===== src/rtl/mem_arbiter_pkg.sv =====
// rtl/mem_arbiter_pkg.sv - shared encodings for the IF/MEM byte-RAM arbiter
package mem_arbiter_pkg;

    localparam logic [1:0] MEM_SZ_B = 2'b00;
    localparam logic [1:0] MEM_SZ_H = 2'b01;
    localparam logic [1:0] MEM_SZ_W = 2'b10;

    typedef enum logic [1:0] {
        ARB_IDLE   = 2'd0,
        ARB_IF_RD  = 2'd1,
        ARB_MEM_RD = 2'd2,
        ARB_MEM_WR = 2'd3
    } arb_state_e;

    localparam logic STALL_STOP   = 1'b1;
    localparam logic STALL_NOSTOP = 1'b0;

    // Size code 2'b11 falls through to a word, as the pipeline never issues it.
    function automatic logic [2:0] beat_count(input logic [1:0] size);
        case (size)
            MEM_SZ_B: return 3'd1;
            MEM_SZ_H: return 3'd2;
            default:  return 3'd4;
        endcase
    endfunction

endpackage


===== src/rtl/mem_arbiter_if.sv =====
// rtl/mem_arbiter_if.sv - IF/MEM requester and byte-RAM signals; MEM_MISALIGN_CHK_EN adds mem_misalign
interface mem_arbiter_if #(
    parameter int ADDR_W = 32
);
    logic              if_req;
    logic [ADDR_W-1:0] if_addr;
    logic              if_flush;
    logic [31:0]       if_rdata;
    logic              if_done;
    logic              mem_req;
    logic              mem_we;
    logic [1:0]        mem_size;
    logic              mem_signed;
    logic [ADDR_W-1:0] mem_addr;
    logic [31:0]       mem_wdata;
    logic [31:0]       mem_rdata;
    logic              mem_done;
    logic [ADDR_W-1:0] ram_addr;
    logic              ram_wr;
    logic [7:0]        ram_dout;
    logic [7:0]        ram_din;
    logic              stall_if;
    logic              stall_mem;
`ifdef MEM_MISALIGN_CHK_EN
    logic              mem_misalign;
`endif

    modport slave (
        input  if_req, if_addr, if_flush, mem_req, mem_we, mem_size, mem_signed,
               mem_addr, mem_wdata, ram_din,
        output if_rdata, if_done, mem_rdata, mem_done, ram_addr, ram_wr, ram_dout,
               stall_if, stall_mem
`ifdef MEM_MISALIGN_CHK_EN
        , output mem_misalign
`endif
    );

    modport master (
        output if_req, if_addr, if_flush, mem_req, mem_we, mem_size, mem_signed,
               mem_addr, mem_wdata, ram_din,
        input  if_rdata, if_done, mem_rdata, mem_done, ram_addr, ram_wr, ram_dout,
               stall_if, stall_mem
`ifdef MEM_MISALIGN_CHK_EN
        , input mem_misalign
`endif
    );

endinterface


===== src/rtl/mem_load_ext.sv =====
// rtl/mem_load_ext.sv - combinational sign/zero extension of assembled load data
module mem_load_ext
    import mem_arbiter_pkg::*;
(
    input  logic [1:0]  size,
    input  logic        sign_ext,
    input  logic [31:0] din,
    output logic [31:0] dout
);

    always_comb begin
        dout = din;
        case (size)
            MEM_SZ_B: dout = {{24{sign_ext & din[7]}}, din[7:0]};
            MEM_SZ_H: dout = {{16{sign_ext & din[15]}}, din[15:0]};
            default:  dout = din;
        endcase
    end

endmodule


===== src/rtl/mem_arbiter.sv =====
// rtl/mem_arbiter.sv - serialises IF fetches and MEM loads/stores onto one byte-wide RAM
// MEM_MISALIGN_CHK_EN: misaligned half/word MEM requests complete at once with mem_misalign.
module mem_arbiter
    import mem_arbiter_pkg::*;
#(
    parameter int ADDR_W     = 32,
    parameter int RAM_RD_LAT = 1
) (
    input  logic         clk,
    input  logic         rst,
    mem_arbiter_if.slave bus
);

    generate
        if (RAM_RD_LAT != 1) begin : g_lat_chk
            $error("mem_arbiter supports RAM_RD_LAT=1 only");
        end
    endgenerate

    arb_state_e        state, state_nx;
    logic [2:0]        cnt, n_beats;
    logic [1:0]        size_q, lane;
    logic              signed_q;
    logic [31:8]       wdata_q;
    logic [31:0]       rbuf, asm_word, ext_word, if_rdata_q, mem_rdata_q;
    logic              if_done_q, mem_done_q, ram_wr_q;
    logic [ADDR_W-1:0] ram_addr_q;
    logic [7:0]        ram_dout_q;
    logic              mem_ok, if_ok, misalign, grant_mem, grant_if, rd_last, wr_last;

    // A port's own done cycle masks its still-held request.
    assign mem_ok = bus.mem_req & ~mem_done_q;
    assign if_ok  = bus.if_req & ~if_done_q & ~bus.if_flush;

`ifdef MEM_MISALIGN_CHK_EN
    logic mem_misalign_q;
    assign misalign = ((bus.mem_size == MEM_SZ_H) & bus.mem_addr[0])
                    | (bus.mem_size[1] & (bus.mem_addr[1:0] != 2'b00));
    assign bus.mem_misalign = mem_misalign_q;
`else
    assign misalign = 1'b0;
`endif

    always_comb begin
        state_nx  = state;
        grant_mem = 1'b0;
        grant_if  = 1'b0;
        rd_last   = 1'b0;
        wr_last   = 1'b0;
        case (state)
            ARB_IDLE: begin
                if (mem_ok) begin
                    grant_mem = 1'b1;
                    if (!misalign) state_nx = bus.mem_we ? ARB_MEM_WR : ARB_MEM_RD;
                end else if (if_ok) begin
                    grant_if = 1'b1;
                    state_nx = ARB_IF_RD;
                end
            end
            ARB_IF_RD: begin
                if (bus.if_flush) begin
                    state_nx = ARB_IDLE;
                end else if (cnt == n_beats) begin
                    rd_last  = 1'b1;
                    state_nx = ARB_IDLE;
                end
            end
            ARB_MEM_RD: begin
                if (cnt == n_beats) begin
                    rd_last  = 1'b1;
                    state_nx = ARB_IDLE;
                end
            end
            default: begin
                if (cnt == n_beats - 3'd1) begin
                    wr_last  = 1'b1;
                    state_nx = ARB_IDLE;
                end
            end
        endcase
    end

    // ram_din in this cycle belongs to the address issued one cycle earlier.
    always_comb begin
        lane     = cnt[1:0] - 2'd1;
        asm_word = rbuf;
        if (cnt != 3'd0) asm_word[{lane, 3'b000} +: 8] = bus.ram_din;
    end

    mem_load_ext u_load_ext (
        .size     (size_q),
        .sign_ext (signed_q),
        .din      (asm_word),
        .dout     (ext_word)
    );

    always_ff @(posedge clk) begin
        if (rst) begin
            state       <= ARB_IDLE;
            cnt         <= 3'd0;
            n_beats     <= 3'd0;
            size_q      <= MEM_SZ_B;
            signed_q    <= 1'b0;
            wdata_q     <= '0;
            rbuf        <= '0;
            if_rdata_q  <= '0;
            if_done_q   <= 1'b0;
            mem_rdata_q <= '0;
            mem_done_q  <= 1'b0;
            ram_addr_q  <= '0;
            ram_wr_q    <= 1'b0;
            ram_dout_q  <= '0;
`ifdef MEM_MISALIGN_CHK_EN
            mem_misalign_q <= 1'b0;
`endif
        end else begin
            state      <= state_nx;
            if_done_q  <= 1'b0;
            mem_done_q <= 1'b0;
`ifdef MEM_MISALIGN_CHK_EN
            mem_misalign_q <= 1'b0;
`endif
            if (grant_mem && misalign) begin
                mem_done_q  <= 1'b1;
                mem_rdata_q <= '0;
`ifdef MEM_MISALIGN_CHK_EN
                mem_misalign_q <= 1'b1;
`endif
            end else if (grant_mem) begin
                cnt        <= 3'd0;
                n_beats    <= beat_count(bus.mem_size);
                size_q     <= bus.mem_size;
                signed_q   <= bus.mem_signed;
                wdata_q    <= bus.mem_wdata[31:8];
                rbuf       <= '0;
                ram_addr_q <= bus.mem_addr;
                ram_wr_q   <= bus.mem_we;
                if (bus.mem_we) ram_dout_q <= bus.mem_wdata[7:0];
            end else if (grant_if) begin
                cnt        <= 3'd0;
                n_beats    <= 3'd4;
                rbuf       <= '0;
                ram_addr_q <= bus.if_addr;
                ram_wr_q   <= 1'b0;
            end else if (state == ARB_MEM_WR) begin
                if (wr_last) begin
                    cnt        <= 3'd0;
                    ram_wr_q   <= 1'b0;
                    mem_done_q <= 1'b1;
                end else begin
                    cnt        <= cnt + 3'd1;
                    ram_addr_q <= ram_addr_q + ADDR_W'(1);
                    ram_dout_q <= wdata_q[{cnt[1:0] + 2'd1, 3'b000} +: 8];
                end
            end else if (state != ARB_IDLE) begin
                if (state_nx == ARB_IDLE && !rd_last) begin
                    cnt <= 3'd0;
                end else begin
                    if (cnt != 3'd0) rbuf <= asm_word;
                    if (cnt < n_beats - 3'd1) ram_addr_q <= ram_addr_q + ADDR_W'(1);
                    if (rd_last) begin
                        cnt <= 3'd0;
                        if (state == ARB_IF_RD) begin
                            if_done_q  <= 1'b1;
                            if_rdata_q <= asm_word;
                        end else begin
                            mem_done_q  <= 1'b1;
                            mem_rdata_q <= ext_word;
                        end
                    end else begin
                        cnt <= cnt + 3'd1;
                    end
                end
            end
        end
    end

    assign bus.if_rdata  = if_rdata_q;
    assign bus.if_done   = if_done_q;
    assign bus.mem_rdata = mem_rdata_q;
    assign bus.mem_done  = mem_done_q;
    assign bus.ram_addr  = ram_addr_q;
    assign bus.ram_wr    = ram_wr_q;
    assign bus.ram_dout  = ram_dout_q;
    assign bus.stall_if  = (bus.if_req && !if_done_q) ? STALL_STOP : STALL_NOSTOP;
    assign bus.stall_mem = (bus.mem_req && !mem_done_q) ? STALL_STOP : STALL_NOSTOP;

endmodule


===== src/flat_wrapper.sv =====
// flat-port wrapper written by rule: the top's interface ports become plain ports
module mem_arbiter_flat import mem_arbiter_pkg::*;
#(
    parameter int ADDR_W     = 32,
    parameter int RAM_RD_LAT = 1
)
  (clk, rst, bus_if_req, bus_if_addr, bus_if_flush, bus_mem_req, bus_mem_we, bus_mem_size, bus_mem_signed, bus_mem_addr, bus_mem_wdata, bus_ram_din, bus_if_rdata, bus_if_done, bus_mem_rdata, bus_mem_done, bus_ram_addr, bus_ram_wr, bus_ram_dout, bus_stall_if, bus_stall_mem);
  mem_arbiter_if #(.ADDR_W(ADDR_W)) bus_i ();
  input  logic clk;
  input  logic rst;
  input wire logic [$bits(bus_i.if_req)-1:0] bus_if_req;
  input wire logic [$bits(bus_i.if_addr)-1:0] bus_if_addr;
  input wire logic [$bits(bus_i.if_flush)-1:0] bus_if_flush;
  input wire logic [$bits(bus_i.mem_req)-1:0] bus_mem_req;
  input wire logic [$bits(bus_i.mem_we)-1:0] bus_mem_we;
  input wire logic [$bits(bus_i.mem_size)-1:0] bus_mem_size;
  input wire logic [$bits(bus_i.mem_signed)-1:0] bus_mem_signed;
  input wire logic [$bits(bus_i.mem_addr)-1:0] bus_mem_addr;
  input wire logic [$bits(bus_i.mem_wdata)-1:0] bus_mem_wdata;
  input wire logic [$bits(bus_i.ram_din)-1:0] bus_ram_din;
  output wire logic [$bits(bus_i.if_rdata)-1:0] bus_if_rdata;
  output wire logic [$bits(bus_i.if_done)-1:0] bus_if_done;
  output wire logic [$bits(bus_i.mem_rdata)-1:0] bus_mem_rdata;
  output wire logic [$bits(bus_i.mem_done)-1:0] bus_mem_done;
  output wire logic [$bits(bus_i.ram_addr)-1:0] bus_ram_addr;
  output wire logic [$bits(bus_i.ram_wr)-1:0] bus_ram_wr;
  output wire logic [$bits(bus_i.ram_dout)-1:0] bus_ram_dout;
  output wire logic [$bits(bus_i.stall_if)-1:0] bus_stall_if;
  output wire logic [$bits(bus_i.stall_mem)-1:0] bus_stall_mem;
  assign bus_i.if_req = bus_if_req;
  assign bus_i.if_addr = bus_if_addr;
  assign bus_i.if_flush = bus_if_flush;
  assign bus_i.mem_req = bus_mem_req;
  assign bus_i.mem_we = bus_mem_we;
  assign bus_i.mem_size = bus_mem_size;
  assign bus_i.mem_signed = bus_mem_signed;
  assign bus_i.mem_addr = bus_mem_addr;
  assign bus_i.mem_wdata = bus_mem_wdata;
  assign bus_i.ram_din = bus_ram_din;
  assign bus_if_rdata = bus_i.if_rdata;
  assign bus_if_done = bus_i.if_done;
  assign bus_mem_rdata = bus_i.mem_rdata;
  assign bus_mem_done = bus_i.mem_done;
  assign bus_ram_addr = bus_i.ram_addr;
  assign bus_ram_wr = bus_i.ram_wr;
  assign bus_ram_dout = bus_i.ram_dout;
  assign bus_stall_if = bus_i.stall_if;
  assign bus_stall_mem = bus_i.stall_mem;
  mem_arbiter #(.ADDR_W(ADDR_W), .RAM_RD_LAT(RAM_RD_LAT)) u_core (.clk(clk), .rst(rst), .bus(bus_i));
endmodule

===== config.mk =====
export PLATFORM = sky130hd
export DESIGN_NAME = mem_arbiter_flat
export DESIGN_NICKNAME = d
export VERILOG_FILES = /design/src/rtl/mem_arbiter_pkg.sv /design/src/rtl/mem_arbiter_if.sv /design/src/rtl/mem_load_ext.sv /design/src/rtl/mem_arbiter.sv /design/src/flat_wrapper.sv
export SDC_FILE = /design/constraint.sdc
export NUM_CORES = 1
export LEC_CHECK = 0
export BUFFER_PORTS_ARGS = -buffer_cell sky130_fd_sc_hd__buf_2
export CAP_MARGIN = 15
export CORE_MARGIN = 3
export CORE_UTILIZATION = 28
export CTS_CLUSTER_DIAMETER = 40
export DETAILED_ROUTE_END_ITERATION = 8
export GPL_ROUTABILITY_DRIVEN = 0
export PLACE_DENSITY = 0.5
export SYNTH_ARGS = -nofsm -noshare
export SYNTH_HDL_FRONTEND = slang
export SYNTH_HIERARCHICAL = 1
export SYNTH_SLANG_ARGS = --single-unit

===== constraint.sdc =====
create_clock -name clk -period 4.31 [get_ports clk]
set_input_delay 1.0775 -clock clk [delete_from_list [all_inputs] [get_ports clk]]
set_output_delay 1.0775 -clock clk [all_outputs]
set_load 0.05 [all_outputs]

==> metrics.md <==
| Metric | Value |
|---|---|
| Final worst slack | 0.862 ns |
| Most used DFF post-synth | dfxtp_1 |
| Num CTS Buffers | 17 |
| Crit Path Max Fanout | 16 |
| Synth Area in Compound Gates | 0.282 |
| Post-Layout Cell Count | between 1500 and 2000 |
| Critical Path Source Type | flop |
| Yosys cell types | 68 |
| Global-route wire length before repair | around 46000 um |
| Min-delay worst type | flop to flop |
| ANT nets after route | 0 |
| R2r setup slk | about 0.86 ns |
| Final wirelength | 29300 um |
| Commonest non-fill, non-tap cell in the layout | buf_2 |
| Mapped cell area | around 0.0087 mm^2 |
| Clock skew | between 0.015 and 0.02 ns |
| Count of flip-flops with a built-in enable after synthesis | 0 |
| Max_cap viols | 0 |
| Power density cells | about 430 mW/mm^2 |
| Vias in the first global route | just over 8000 |
| Crit path arrival time | approximately 3.8 ns |
| Initial core utilization | 0.285 |
| Layout Utilization | 0.350 |
| CTS tree | yes |
| H-tree depth | 4 |
| First DRT Iteration DRCs | 457 |
| FF-to-FF path depth | 7 |
| Vias per inst | approximately 5.1 |
| Router iterations before antenna repair | 5 |
| Dpl ws | 0.654 ns |
| Main combinational cell family by area after synthesis | compound AO/OA/AOI/OAI gates |
| Tmin final | around 3.4 ns |
| Slew margin rel. | 0.415 |
| Wire length on met2 | ~14000 um |
| Required @ worst endpoint | approximately 4.6 ns |
| CP Class | flop to flop |
| Final hold vios | 0 |
| Initial antenna violation count | 4 |
| Mux contribution to synthesized area | 0.0142 |
| Post-synthesis adder-cell area fraction | 0.0244 |
| Share of cells above drive strength 1 | 0.241 |
| Post-synth net total | roughly 1200 |
| Clock slew at reported path FFs | 0.08 ns |
| Final non-filler cell area | roughly 0.011 mm^2 |
| Part of the Yosys area used for sequential elements | 0.399 |
| Post-CTS Hold Buffers | 0 |
| Number of port buffers | ~220 |
| Worst Hold Slack | 0.452 ns |
| Fmax | 290 MHz |
| Top cells by area, synth | dfxtp_1 (40%), a211oi_1 (7.7%), nand2_1 (7.2%), a21oi_1 (6.1%), nor2_1 (4.9%) |
| Post-Syn Instances | about 1100 |
| Slew @ Worst Pin | 0.877 ns |
| Largest net degree at the start of global routing | 80 |
| Worst-Skew Late Latency | roughly 0.45 ns |
| Placed Cells incl. Taps | ~1600 |
| TritonCTS Sinks | 174 |
| Most frequent cells in the layout | buf_2 (220), dfxtp_1 (174), nand2_1 (168) |
| Setup violators final | 0 |
| Post-Place Cell Area | just over 0.01 mm^2 |
| Status | finished, final reports clean |
| Top Layer Used | met5 |
| Mapped Avg Cell Area | about 7.9 um^2 |
| Peak supply drop | around 0.00028 V |
| RSZ-0062 raised after global routing | false |
| Total Neg Setup Slack | 0 ns |
| Synth Area in XOR/XNOR | 0.0150 |
| Leak Pwr | 4.41 nW |
| Met3 Wirelength | 1730 um |
| Reg2reg start | u_core/cnt[0]$_SDFFE_PP0P_ |
| IO Count | between 200 and 250 |
| Yosys top cell area share | 0.399 |
| Post_cts resized | 0 |
| End of the critical path | u_core/bus.ram_addr[19]$_SDFFE_PP0P_ |
| WL/cell | 17.4 um |
| Post-synth top area cell | dfxtp_1 |
| Grt ovf | 0 |
| Area of the die | ~0.033 mm^2 |
| Max clock buf depth | 2 |
| DR DRC count | 0 |
| YS warnings | 6 |
| Post-synthesis simple-gate area fraction | 0.199 |
| Tot GR Track Use | 0.171 |
| # rows | between 60 and 70 |
| Final HPWL DP | between 20000 and 25000 um |
| Area Overhead vs Synth | 22.8% |
| Synth Register Bits | around 170 |
| Total power | about 4.6 mW |
| Fraction of registers with async set/reset | 0 |
| Fin crit share | 0.800 |
| Max Slew Vio Count | 0 |
| R2R Path End | u_core/bus.ram_addr[19]$_SDFFE_PP0P_ |
| Die X-Extent | ~180 um |
| CP startpoint | u_core/cnt[0]$_SDFFE_PP0P_ |
| Total number of vias | just under 9000 |
| Setup Fix Bufs, Post-CTS | 0 |
| Crit. End Element | flop |
| DIE HEIGHT | roughly 180 um |
| Core area | 0.0307 mm^2 |
| WL met1 | 13300 um |
| CTS Root Cell | clkbuf_16 |
| Final net count | ~1400 |
## logic make-up (layout without fill, tap and decap cells)
group,Yosys count,after routing
fa+ha+maj,17,17
compound gates,364,364
simple gates,386,386
flops,174,174
mux,10,10
other cells,0,1
xor+xnor,15,15
buf+inv,136,319
## cells in the mapped netlist, types with 9 or more instances
library cell	count
dfxtp_1	174
nand2_1	168
nor2_1	115
a21oi_1	107
a211oi_1	90
clkbuf_1	59
inv_1	42
a22oi_1	35
o21ai_0	28
nand3_1	22
ha_1	17
a221oi_1	14
nor3_1	13
a31oi_1	12
buf_2	12
o31ai_1	12
xor2_1	11
buf_1	10
and3_1	9
mux2_2	9
## routing by layer
layer  track usage  up-vias
met5             0        -
met4        0.0512        6
met3        0.0433       34
met2         0.271      234
met1         0.228     4068
li1              -     4302
## worst min-delay path by stage
stage,startpoint,to,slack [ns],depth (start not counted)
2_1_floorplan,u_core/wdata_q[24]$_SDFFE_PP0P_,u_core/wdata_q[24]$_SDFFE_PP0P_,0.43,2
3_3_place_gp,u_core/bus.mem_rdata[6]$_SDFFE_PP0P_,u_core/bus.mem_rdata[6]$_SDFFE_PP0P_,0.44,2
3_5_place_dp,u_core/bus.mem_rdata[26]$_SDFFE_PP0P_,u_core/bus.mem_rdata[26]$_SDFFE_PP0P_,0.44,2
4_1_cts,u_core/bus.mem_rdata[26]$_SDFFE_PP0P_,u_core/bus.mem_rdata[26]$_SDFFE_PP0P_,0.45,2
5_1_grt,u_core/bus.mem_rdata[26]$_SDFFE_PP0P_,u_core/bus.mem_rdata[26]$_SDFFE_PP0P_,0.47,2
6_report,u_core/bus.mem_rdata[4]$_SDFFE_PP0P_,u_core/bus.mem_rdata[4]$_SDFFE_PP0P_,0.45,2
## cell type report
| cell class | instances | area, um^2 |
|---|---|---|
| flip-flops and latches | 174 | 3480 |
| multi-input cells | 792 | 4680 |
| inverters | 43 | 161 |
| fillers | 3303 | 19900 |
| well taps | 396 | 495 |
| clock buffers | 17 | 425 |
| clock inverters | 15 | 183 |
| repair buffers | 244 | 1290 |
| diodes | 1 | 2.50 |
## flip-flops by register name (all words and copies together), names as in the netlist
signal / count
u_core/state: 2
u_core/n_beats: 3
u_core/cnt: 3
u_core/bus.ram_dout: 8
u_core/bus.if_rdata: 32
u_core/bus.ram_wr: 1
u_core/signed_q: 1
u_core/rbuf: 32
u_core/bus.if_done: 1
u_core/bus.mem_rdata: 32
u_core/wdata_q: 24
u_core/bus.ram_addr: 32
u_core/size_q: 2
u_core/bus.mem_done: 1
## critical path, stage by stage (launching register included)
cell and delay, ns:
dfxtp_1 0.52, inv_2 0.20, ha_1 0.43, o32ai_1 0.35, a41oi_1 0.33, or4_1 0.81
a21oi_2 0.52, o22ai_1 0.16
## power breakdown
part	total, mW	leakage (nW)	switching [mW]	internal, mW
clock	1.60	0.294	0.805	0.792
sequential	1.85	1.41	0.137	1.72
combinational	1.20	2.70	0.821	0.375
Power figures use the tool's default switching activity.
